File: src/rtl/nic8_pkg.sv
// Shared definitions for the nic8 datapath: default width, sequencer state
// encoding and opcode field helpers used by the fetch unit and decoder.
package nic8_pkg;

  localparam int NIC8_WIDTH = 8;

  typedef enum logic [1:0] {
    ST_FETCH = 2'd0,
    ST_EXEC  = 2'd1,
    ST_HALT  = 2'd2
  } fetchState_t;

  // Opcode layout: bit7 | dest[6:4] | bit3 | source[2:0]
  localparam int OP_BIT7     = 7;
  localparam int OP_DEST_MSB = 6;
  localparam int OP_DEST_LSB = 4;
  localparam int OP_BIT3     = 3;
  localparam int OP_SRC_MSB  = 2;
  localparam int OP_SRC_LSB  = 0;

  localparam logic [2:0] DEST_PC = 3'd7;
  localparam logic [2:0] SRC_ROM = 3'd1;

  function automatic logic [2:0] opDest(input logic [7:0] instr);
    return instr[OP_DEST_MSB:OP_DEST_LSB];
  endfunction

  function automatic logic [2:0] opSource(input logic [7:0] instr);
    return instr[OP_SRC_MSB:OP_SRC_LSB];
  endfunction

endpackage

File: src/rtl/fetch_unit_pc_reg.sv
// Program counter register: async active-low reset, stall, parallel load and
// increment. Load has priority over increment; increment wraps modulo 2^WIDTH.
module pc_reg #(
  parameter int WIDTH = 8,
  parameter logic [WIDTH-1:0] RESET_VALUE = '0
) (
  input  logic             clk,
  input  logic             resetBar,
  input  logic             hold,
  input  logic             load,
  input  logic             inc,
  input  logic [WIDTH-1:0] loadValue,
  output logic [WIDTH-1:0] pc
);

  // Update the PC unless stalled; a load (jump) wins over a plain increment.
  always_ff @(posedge clk or negedge resetBar) begin
    if (!resetBar) begin
      pc <= RESET_VALUE;
    end else if (!hold) begin
      if (load) begin
        pc <= loadValue;
      end else if (inc) begin
        pc <= pc + 1'b1;
      end
    end
  end

endmodule

File: src/rtl/fetch_unit.sv
// nic8 instruction sequencer: owns PC and IR, runs every instruction as a
// FETCH/EXEC pair and picks the next PC from the decoder's jump/skip signals.
// Optional jump-to-self halt detection is enabled by FETCH_HALT_DETECT_EN.
module fetch_unit
  import nic8_pkg::*;
#(
  parameter int WIDTH = NIC8_WIDTH,
  parameter logic [WIDTH-1:0] RESET_PC = '0
) (
  input  logic             clk,
  input  logic             resetBar,
  input  logic             hold,
  input  logic [WIDTH-1:0] romData,
  input  logic [WIDTH-1:0] bus,
  input  logic             doJumpBar,
  input  logic             denyFetch,
  output logic [WIDTH-1:0] romAddr,
  output logic [WIDTH-1:0] ir,
  output logic             execPhase,
  output logic             halted
);

  fetchState_t      state;
  fetchState_t      stateNext;
  logic             pcLoad;
  logic             pcInc;
  logic             irLoad;
  logic             haltSet;
  logic [WIDTH-1:0] pc;

  pc_reg #(
    .WIDTH       (WIDTH),
    .RESET_VALUE (RESET_PC)
  ) pcReg (
    .clk       (clk),
    .resetBar  (resetBar),
    .hold      (hold),
    .load      (pcLoad),
    .inc       (pcInc),
    .loadValue (bus),
    .pc        (pc)
  );

  assign romAddr   = pc;
  assign execPhase = (state == ST_EXEC);

`ifdef FETCH_HALT_DETECT_EN
  logic [WIDTH-1:0] instrAddr;

  // Remember where the current instruction came from to spot jump-to-self.
  always_ff @(posedge clk or negedge resetBar) begin
    if (!resetBar) begin
      instrAddr <= RESET_PC;
    end else if (!hold && state == ST_FETCH) begin
      instrAddr <= pc;
    end
  end

  // Sticky halt flag, cleared only by reset.
  always_ff @(posedge clk or negedge resetBar) begin
    if (!resetBar) begin
      halted <= 1'b0;
    end else if (!hold && haltSet) begin
      halted <= 1'b1;
    end
  end
`else
  assign halted = 1'b0;
`endif

  // Next-state and PC/IR control; decoder inputs only matter in EXEC.
  always_comb begin
    stateNext = state;
    pcLoad    = 1'b0;
    pcInc     = 1'b0;
    irLoad    = 1'b0;
    haltSet   = 1'b0;
    case (state)
      ST_FETCH: begin
        irLoad    = 1'b1;
        pcInc     = 1'b1;
        stateNext = ST_EXEC;
      end
      ST_EXEC: begin
        stateNext = ST_FETCH;
        if (!doJumpBar) begin
          pcLoad = 1'b1;
`ifdef FETCH_HALT_DETECT_EN
          if (bus == instrAddr) begin
            haltSet   = 1'b1;
            stateNext = ST_HALT;
          end
`endif
        end else if (denyFetch) begin
          pcInc = 1'b1;
        end
      end
      ST_HALT: begin
        stateNext = ST_HALT;
      end
      default: begin
        stateNext = ST_FETCH;
      end
    endcase
  end

  // Sequencer state register, frozen while stalled.
  always_ff @(posedge clk or negedge resetBar) begin
    if (!resetBar) begin
      state <= ST_FETCH;
    end else if (!hold) begin
      state <= stateNext;
    end
  end

  // Instruction register, written only during FETCH.
  always_ff @(posedge clk or negedge resetBar) begin
    if (!resetBar) begin
      ir <= '0;
    end else if (!hold && irLoad) begin
      ir <= romData;
    end
  end

endmodule

File: config.mk
export PLATFORM = sky130hd
export DESIGN_NAME = fetch_unit
export DESIGN_NICKNAME = d
export VERILOG_FILES = /design/src/rtl/nic8_pkg.sv /design/src/rtl/fetch_unit_pc_reg.sv /design/src/rtl/fetch_unit.sv
export SDC_FILE = /design/constraint.sdc
export NUM_CORES = 1
export LEC_CHECK = 0
export CAP_MARGIN = 20
export CORE_MARGIN = 4
export CORE_UTILIZATION = 40
export DETAILED_ROUTE_END_ITERATION = 7
export DONT_BUFFER_PORTS = 1
export GPL_ROUTABILITY_DRIVEN = 0
export GPL_TIMING_DRIVEN = 0
export PLACE_DENSITY = 0.61
export SETUP_SLACK_MARGIN = 0.1
export SYNTH_ARGS = -nofsm -noshare
export SYNTH_HDL_FRONTEND = slang
export SYNTH_HIERARCHICAL = 1
export SYNTH_SLANG_ARGS = --single-unit
File: constraint.sdc
create_clock -name clk -period 4.6 [get_ports clk]
set_clock_uncertainty 0.05 [all_clocks]
set_input_delay 1.38 -clock clk [delete_from_list [all_inputs] [get_ports clk]]
set_output_delay 1.38 -clock clk [all_outputs]
set_load 0.1 [all_outputs]
# == Word-level counts from Yosys, hierarchy flattened ==
# Cells that the tools add are included.
# classes
shifts,0
n_mul,0
n_eq_ne,2
bitwise,1
n_mux,9
n_lt_le_gt_ge,0
n_div,0
n_reduce_logical,5
n_addsub,1
# ops
op,n
two-way mux 8 bit,2
"adder 8 x 1 -> 8 bit, second input constant",1
two-way mux 1 bit,5
case mux 2 bit (2 select lines),1
"== test 2 x 1 -> 1 bit, second input constant",1
"== test 2 bit, second input constant",1
logical NOT 2 bit,1
case mux 1 bit (2 select lines),1
AND reduction 2 bit,1
nonzero test 2 bit,1
logical AND 1 bit,1
logical NOT 1 bit,1
NOT 1 bit,1
# word_totals
n_memories,0
latch_bits,0
input_bits,21
word_cells,21
register_bits,18
rom_bits,0
out_inout_bits,18
ram_bits,0

# == Longest topological paths before layout ==
# Gate-level depths: netlist of the first run.
# depth
word_depth,5
mapped_depth,6
depth_no_buf,5

# == Cells and area by module ==
# Netlist of the first run, hierarchy kept.
# by_module_without_submodules
module,area_per_inst_um2,cells_each,instances,seq_area_each_um2
pc_reg,519.2,56,1,200.2
fetch_unit,411.6,28,1,250.2

# == Least setup slack after synthesis of the first run ==
# No wires, ideal clock.
# synth_timing
path_kind,input -> register
start,input doJumpBar
end,register pcReg.pc[5]
setup_slack_ns,2.050
arrival_ns,2.428
required_time_ns,4.478
path_stages,5
n_path_buf,0
setup_time_ns,0.072
path_cell_list,nand2_1 a21oi_1 o21bai_4 or4b_1 nand3_1
# synth_between
elab_chain_cells,4
elab_cells_between_ends,7
classes_between,mux (5); reduce/logical (2)
# synth_rtl
item,line_no,text
"start, declared",fetch_unit.sv:15,"input logic doJumpBar,"
two-way mux 1 bit,fetch_unit.sv:86,if (!doJumpBar) begin
case mux 1 bit (2 select lines),fetch_unit.sv:78,case (state)
named net pcInc,fetch_unit.sv:26,logic pcInc;
nonzero test 2 bit (no line),--,
AND reduction 2 bit (no line),--,
"end signal, assigned",fetch_unit_pc_reg.sv:22,pc <= loadValue;
"end signal, assigned",fetch_unit_pc_reg.sv:24,pc <= pc + 1'b1;
"end, declared",fetch_unit_pc_reg.sv:13,output logic [WIDTH-1:0] pc
# The timed path passes the listed nets, and every way through them passes these cells.
# A chain may end at the register's enable or synchronous reset.

# == Worst setup path after layout of the first run ==
# layout_timing
start,register pcReg.pc[2]
end,output romAddr[2]
# layout_rtl
item,line_no,text
"end, declared",fetch_unit.sv:17,"output logic [WIDTH-1:0] romAddr,"
# No word-level cell between the ends.

==> results of run 1 <==
[power breakdown]
group | internal [uW] | total [uW] | switching, uW
registers | 194 | 570 | 376
logic | 63.7 | 133 | 69.6
clock network | 48.2 | 98.3 | 50.0
[cells in the mapped netlist (all sizes together)]
master / n / area share
nor4: 1 / 0.0067
and3b: 1 / 0.0094
a21boi: 1 / 0.0081
nand4b: 1 / 0.0094
conb: 1 / 0.0040
mux2i: 3 / 0.032
a22oi: 3 / 0.024
o21ba: 1 / 0.011
a311oi: 1 / 0.0094
buf: 3 / 0.026
or4b: 1 / 0.011
and2b: 1 / 0.0094
inv: 3 / 0.012
a21oi: 3 / 0.016
a21o: 1 / 0.0094
nor2b: 2 / 0.013
mux2: 8 / 0.097
dfrtp: 18 / 0.48
nor3: 2 / 0.023
nand2b: 1 / 0.0067
nor2: 6 / 0.024
nand2: 4 / 0.016
nand4: 2 / 0.013
ha: 1 / 0.013
o21a: 1 / 0.0081
o21bai: 1 / 0.020
o32ai: 1 / 0.0094
nand3: 2 / 0.011
o22ai: 2 / 0.013
and3: 1 / 0.0067
o211ai: 1 / 0.0081
a211oi: 1 / 0.0081
o21ai: 5 / 0.027
[per-layer routing]
metal | vias to the layer above | share of wire | GRT usage
met5 | - | 0 | 0
met2 | 40 | 0.47 | 0.1903
met4 | 0 | 0.0089 | 0.03051
li1 | 316 | - | -
met1 | 316 | 0.40 | 0.1349
met3 | 2 | 0.13 | 0.08585
[through the flow]
step	std cells	power [uW]
3_3_place_gp	112	702.4
6_report	116	801.7
4_1_cts	116	810.4
2_1_floorplan	84	675.1
3_5_place_dp	112	708.7
5_1_grt	116	837.0
[kinds of logic (layout without fill, tap and decap cells)]
group                      after synthesis  in the layout
and+or+nand+nor                         25             25
AOI/OAI and AO/OA                       22             22
DFF                                     18             18
muxes                                   11             11
buffers and inverters                    6             10
adders and majority gates                1              1
other                                    1              1
[layout make-up]
class	count	area, um2	area share
well taps	28	35.03	0.03496
clock buffers	4	36.28	0.03620
plain buffers	3	23.77	0.02372
inverters	3	11.26	0.01124
multi-input cells	60	445.4	0.4444
flip-flops and latches	18	450.4	0.4494
[worst min path at each step]
| stage | start | to | slack [ns] | cells after the start |
|---|---|---|---|---|
| final | state[1]$_DFFE_PN0N_ | state[1]$_DFFE_PN0N_ | 0.57 | 1 |
| after global routing | state[1]$_DFFE_PN0N_ | state[1]$_DFFE_PN0N_ | 0.59 | 1 |
| after CTS | state[1]$_DFFE_PN0N_ | state[1]$_DFFE_PN0N_ | 0.57 | 1 |
| after detailed placement | state[1]$_DFFE_PN0N_ | state[1]$_DFFE_PN0N_ | 0.55 | 1 |
| after global placement | state[0]$_DFFE_PN0N_ | state[1]$_DFFE_PN0N_ | 0.52 | 1 |
| after floorplan | state[0]$_DFFE_PN0N_ | state[1]$_DFFE_PN0N_ | 0.50 | 1 |
[worst register-to-register path: stages, from the launching register on]
cell	delay, ns
sky130_fd_sc_hd__dfrtp_1	0.43
sky130_fd_sc_hd__and2b_2	0.56
sky130_fd_sc_hd__nor2b_1	0.49
sky130_fd_sc_hd__o21bai_4	0.17
sky130_fd_sc_hd__or4b_1	0.52
sky130_fd_sc_hd__nand3_1	0.09
==> run metrics, run 1 <==
die area 0.003163 mm2; sort of element at the start of the critical path flip-flop; outcome finished, final reports clean; HPWL after detailed placement 1.422 mm; first-pass GRT wire length 3.001 mm; post-synthesis cell type count 36; combinational family with the most area after synthesis compound AO/OA/AOI/OAI gates; worst setup path category flip-flop to output pin; WL per Instance 16.44 um; buffer type at the clock tree root sky130_fd_sc_hd__clkbuf_4; buffer depth of the longest clock path 2; Clock H-tree levels 1; sequential share of the synthesized area 0.4839; fraction of the mapped netlist area in adder cells 0.01344; MaxCap Viol Count 0; count of cells along the worst register-to-register path 5; Synth Net Count 106; pre-CTS setup slack 1.923 ns; arrival time of data at the critical path endpoint 1.37 ns; setup slack of the worst register-to-register path approximately 2.3 ns; cell area power density around 800 mW/mm2; count of nets after finishing 111; detailed-router iteration count before antenna repair 4; count of filler cells inserted in the layout 228; post-detailed-route via-to-cell ratio 5.810; top library cells by usage in the layout, fill and taps aside 18 x sky130_fd_sc_hd__dfrtp_1, 8 x sky130_fd_sc_hd__mux2_2, 6 x sky130_fd_sc_hd__nor2_1; maximum number of pins on one net before global-route repair 19; simple-gate portion of the synthesized area 0.1599; die height 56.24 um; worst setup margin 1.802 ns; clock latency of the later-clocked register in the worst-skew pair 0.30 ns; end of the worst register-to-register path pcReg/pc[5]$_DFFE_PN0P_; final antenna diode count 0; data required time at the worst endpoint roughly 3.2 ns; final-report setup violation count 0; number of sinks on the clock net 18; antenna violations before repair 0; register clock-pin slew on the reported worst setup and hold paths 0.11 ns; unrepaired setup endpoints after global routing false; total routed wirelength 1.907 mm; number of buffers inserted by port buffering 0; number of routed nets with antenna violations 0; DRC violation total after the first TritonRoute iteration 15; number of cell rows 17; compound-cell area share of the yosys netlist 0.1720; area post-placement 965.9 um2; leak pwr 0.0004214 uW; Chip Width 56.24 um; Synth Cell Area 930.9 um2; final core utilization 0.4531; number of synthesis warnings 6; GRT Resource Usage Total 0.1223; number of hold-slack violations in the final timing report 0; worst setup path startpoint pcReg/pc[2]$_DFFE_PN0P_; buffer count from post-CTS setup fixing 0; number of instances in the synthesized netlist 84; routed via count 674; relative area change from synthesis to final layout 7.661%; share of cell area taken by muxes after synthesis 0.1290; count of pins on the block boundary 39; clock tree from TritonCTS yes; Tightest Hold Check Type flip-flop to flip-flop; overflow left after global routing 0; leading cell type in the layout, fill and taps excluded sky130_fd_sc_hd__dfrtp_1; highest ir drop seen on vdd ~0.36 mV; vias in the first global route 640; TritonCTS Buffers 3; slew at the pin closest to its max-slew limit 1.065 ns; Fin Hold WS between 0.5 and 0.6 ns; final critical-path required period 2.798 ns; Slew Limit Headroom 0.2901; worst r2r src state[1]$_DFFE_PN0N_; Initial Util 0.4208; xor-xnor portion of the synthesized cell area 0; post-route cell area 0.001002 mm2; Final Max Slew Viols 0; crit path capture romAddr[2]; final sum of negative setup slack 0 ns; Avg Synthesized Cell Area 11.08 um2; Remaining DRCs 0; final period utilization 0.6084; count of cells resized by post-cts repair 0; stages on the worst setup path 0; Max Fanout on Critical Path 8; maximum operating frequency 357.3 MHz; layout cells sized above 1 0.2273; number of synthesized register bits 18; number of buffers inserted for hold repair after clock tree synthesis 0; core area 0.002212 mm2; crit path capture type output pin
Note: power is estimated with default switching activity, not from simulation.
==> run 2, diff against run 1 <==
--- a/config.mk
+++ b/config.mk
@@ -12,7 +12,7 @@
 export DONT_BUFFER_PORTS = 1
 export GPL_ROUTABILITY_DRIVEN = 0
 export GPL_TIMING_DRIVEN = 0
-export PLACE_DENSITY = 0.61
+export PLACE_DENSITY = 0.63
 export SETUP_SLACK_MARGIN = 0.1
 export SYNTH_ARGS = -nofsm -noshare
 export SYNTH_HDL_FRONTEND = slang
==> constraint.sdc (replaced) <==
create_clock -name clk -period 2.4 [get_ports clk]
set_clock_uncertainty 0.05 [all_clocks]
set_input_delay 0.72 -clock clk [delete_from_list [all_inputs] [get_ports clk]]
set_output_delay 0.72 -clock clk [all_outputs]
set_load 0.1 [all_outputs]
==> run 2 against run 1 <==
  * Global-route usage is 1.6 points higher
  * Sequential share of layout area is 0.099 points lower
  * Register-to-register slack lost 2.0 ns
  * Via count unchanged
  * Count of clock-buffer cells in the layout stayed put
  * Critical path depth grew 3
  * Total power increased by 92%
  * Non-clock buffer count unchanged
  * Hold slack lost 0.52 ns
  * Combinational power increased by 92%
  * Critical path type is now flip-flop to flip-flop
  * Critical endpoint is now pcReg/pc[5]$_DFFE_PN0P_
  * Largest power group unchanged
  * Highest routed layer unchanged
==> run metrics, run 2 (synthesized netlist as in run 1, its figures left out) <==
outcome finished, final reports clean; Chip Width 56.24 um (unchanged); clock latency of the later-clocked register in the worst-skew pair 0.30 ns (about the same); Final Max Slew Viols 0 (unchanged); cells traversed along the worst timing path nand4_1 > or4b_1 > nand3_1; final-report setup violation count 0 (unchanged); Slew Limit Headroom 0.3031 (+0.01306); post-detailed-route via-to-cell ratio 5.810 (unchanged); HPWL after detailed placement 1.535 mm (+7.9%); number of routed nets with antenna violations 0 (unchanged); WL per Instance 16.95 um (+3.1%); arrival time of data at the critical path endpoint 2.34 ns (+0.97 ns); slew at the pin closest to its max-slew limit 1.045 ns (-0.01959 ns); overflow left after global routing 0 (unchanged); core area 0.002212 mm2 (unchanged); GRT Resource Usage Total 0.1378 (+0.01555); final period utilization 0.8972; Max Fanout on Critical Path 7 (-1); Fin Hold WS 0.04901 ns (-0.5162 ns); MaxCap Viol Count 0 (unchanged); CP Buf/Inv Count 0; Critical-path top delay cell sky130_fd_sc_hd__dfrtp_1; register clock-pin slew on the reported worst setup and hold paths 0.11 ns (about the same); count of filler cells inserted in the layout 212 (-7.0%); Crit path max-delay family flip-flops; worst setup path category flip-flop to flip-flop; antenna violations before repair 0 (unchanged); data required time at the worst endpoint 2.59 ns (-0.58 ns); worst r2r src pcReg/pc[3]$_DFFE_PN0P_; Tightest Hold Check Type input pin to async pin; total routed wirelength 1.966 mm (+3.1%); crit path capture type flip-flop; area post-placement 965.9 um2 (unchanged); Remaining DRCs 0 (unchanged); maximum operating frequency 464.4 MHz; worst setup path startpoint pcReg/pc[3]$_DFFE_PN0P_; TritonCTS Buffers 3 (unchanged); number of buffers inserted for hold repair after clock tree synthesis 0 (unchanged); number of hold-slack violations in the final timing report 0 (unchanged); die area 0.003163 mm2 (unchanged); unrepaired setup endpoints after global routing false; final sum of negative setup slack 0 ns (unchanged); final core utilization 0.4553 (+0.002263); leading cell type in the layout, fill and taps excluded sky130_fd_sc_hd__dfrtp_1; relative area change from synthesis to final layout 8.199%; number of sinks on the clock net 18 (unchanged); worst setup margin 0.2466 ns (-1.555 ns); die height 56.24 um (unchanged); count of nets after finishing 111 (unchanged); final antenna diode count 0 (unchanged); vias in the first global route 707 (+10%); post-route cell area 0.001007 mm2 (+0.50%); pre-CTS setup slack 0.03606 ns (-1.887 ns); clock tree from TritonCTS yes; layout cells sized above 1 0.2500 (+0.02273); first-pass GRT wire length 3.401 mm (+13%); cell area power density 1532 mW/mm2 (+92%); sort of element at the start of the critical path flip-flop; DRC violation total after the first TritonRoute iteration 6 (-9); detailed-router iteration count before antenna repair 4 (unchanged); buffer depth of the longest clock path 2 (unchanged); buffer type at the clock tree root sky130_fd_sc_hd__clkbuf_4; Clock H-tree levels 1 (unchanged); final critical-path required period 2.153 ns; worst stage delay on the critical path about 1.1 ns; Initial Util 0.4208 (unchanged); count of pins on the block boundary 39 (unchanged); routed via count 674 (unchanged); number of buffers inserted by port buffering 0 (unchanged); highest ir drop seen on vdd 0.7437 mV (+110%); maximum number of pins on one net before global-route repair 19 (unchanged); number of cell rows 17 (unchanged); leak pwr 0.0004222 uW (+0.20%); top library cells by usage in the layout, fill and taps aside 17 x sky130_fd_sc_hd__dfrtp_1, 8 x sky130_fd_sc_hd__mux2_2, 6 x sky130_fd_sc_hd__nor2_1
## run 2: per-stage QoR
| stage | power [uW] | cells |
|---|---|---|
| 2_1_floorplan | 1294 | 84 |
| 3_3_place_gp | 1344 | 112 |
| 3_5_place_dp | 1363 | 112 |
| 4_1_cts | 1555 | 116 |
| 5_1_grt | 1628 | 116 |
| 6_report | 1543 | 116 |
## run 2: metal layers
layer	up-vias	track usage	wire, um
met3	2	0.08817	225
li1	318	-	-
met2	37	0.2287	997
met4	0	0.02034	6
met5	-	0	0
met1	317	0.1512	736
## run 2: report_power, final
part | switching (uW) | internal [uW]
Sequential | 725 | 373
Clock | 96.6 | 92.5
Combinational | 132 | 124
Total | 954 | 590
## run 2: cell type report
cell class                      count  area, um2  share of cell area
Sequential cell                    18      451.7              0.4484
Multi-Input combinational cell     60      449.2              0.4460
Tap cell                           28      35.03             0.03478
Buffer                              3      23.77             0.02360
Inverter                            3      11.26             0.01118
Clock buffer                        4      36.28             0.03602
## run 2: final timing paths
check                                           to  slack, ns  cells after the start
setup / recovery           pcReg/pc[5]$_DFFE_PN0P_       0.25                      3
hold / removal             pcReg/pc[6]$_DFFE_PN0P_       0.05                      0
setup reg to reg           pcReg/pc[5]$_DFFE_PN0P_       0.25                      3
hold reg to reg               state[1]$_DFFE_PN0N_       0.57                      1
max in group asynchronous        ir[6]$_DFFE_PN0P_       2.18                      0
min in group clk              state[0]$_DFFE_PN0N_       0.49                      1
## run 2: timing repair
action                                  CTS  global route
gates cloned                              0             0
pin swaps                                 0             0
hold endpoints to repair                  0             0
resized for setup                         1             2
setup buffers                             0             0
endpoints found under the setup margin    4             4
## run 2: worst reg2reg max path: cells and delay by family, from the launching register on
family / cells / cell delay [ns]
AND/OR/NAND/NOR: 3 / 0.99
flip-flops: 1 / 1.05
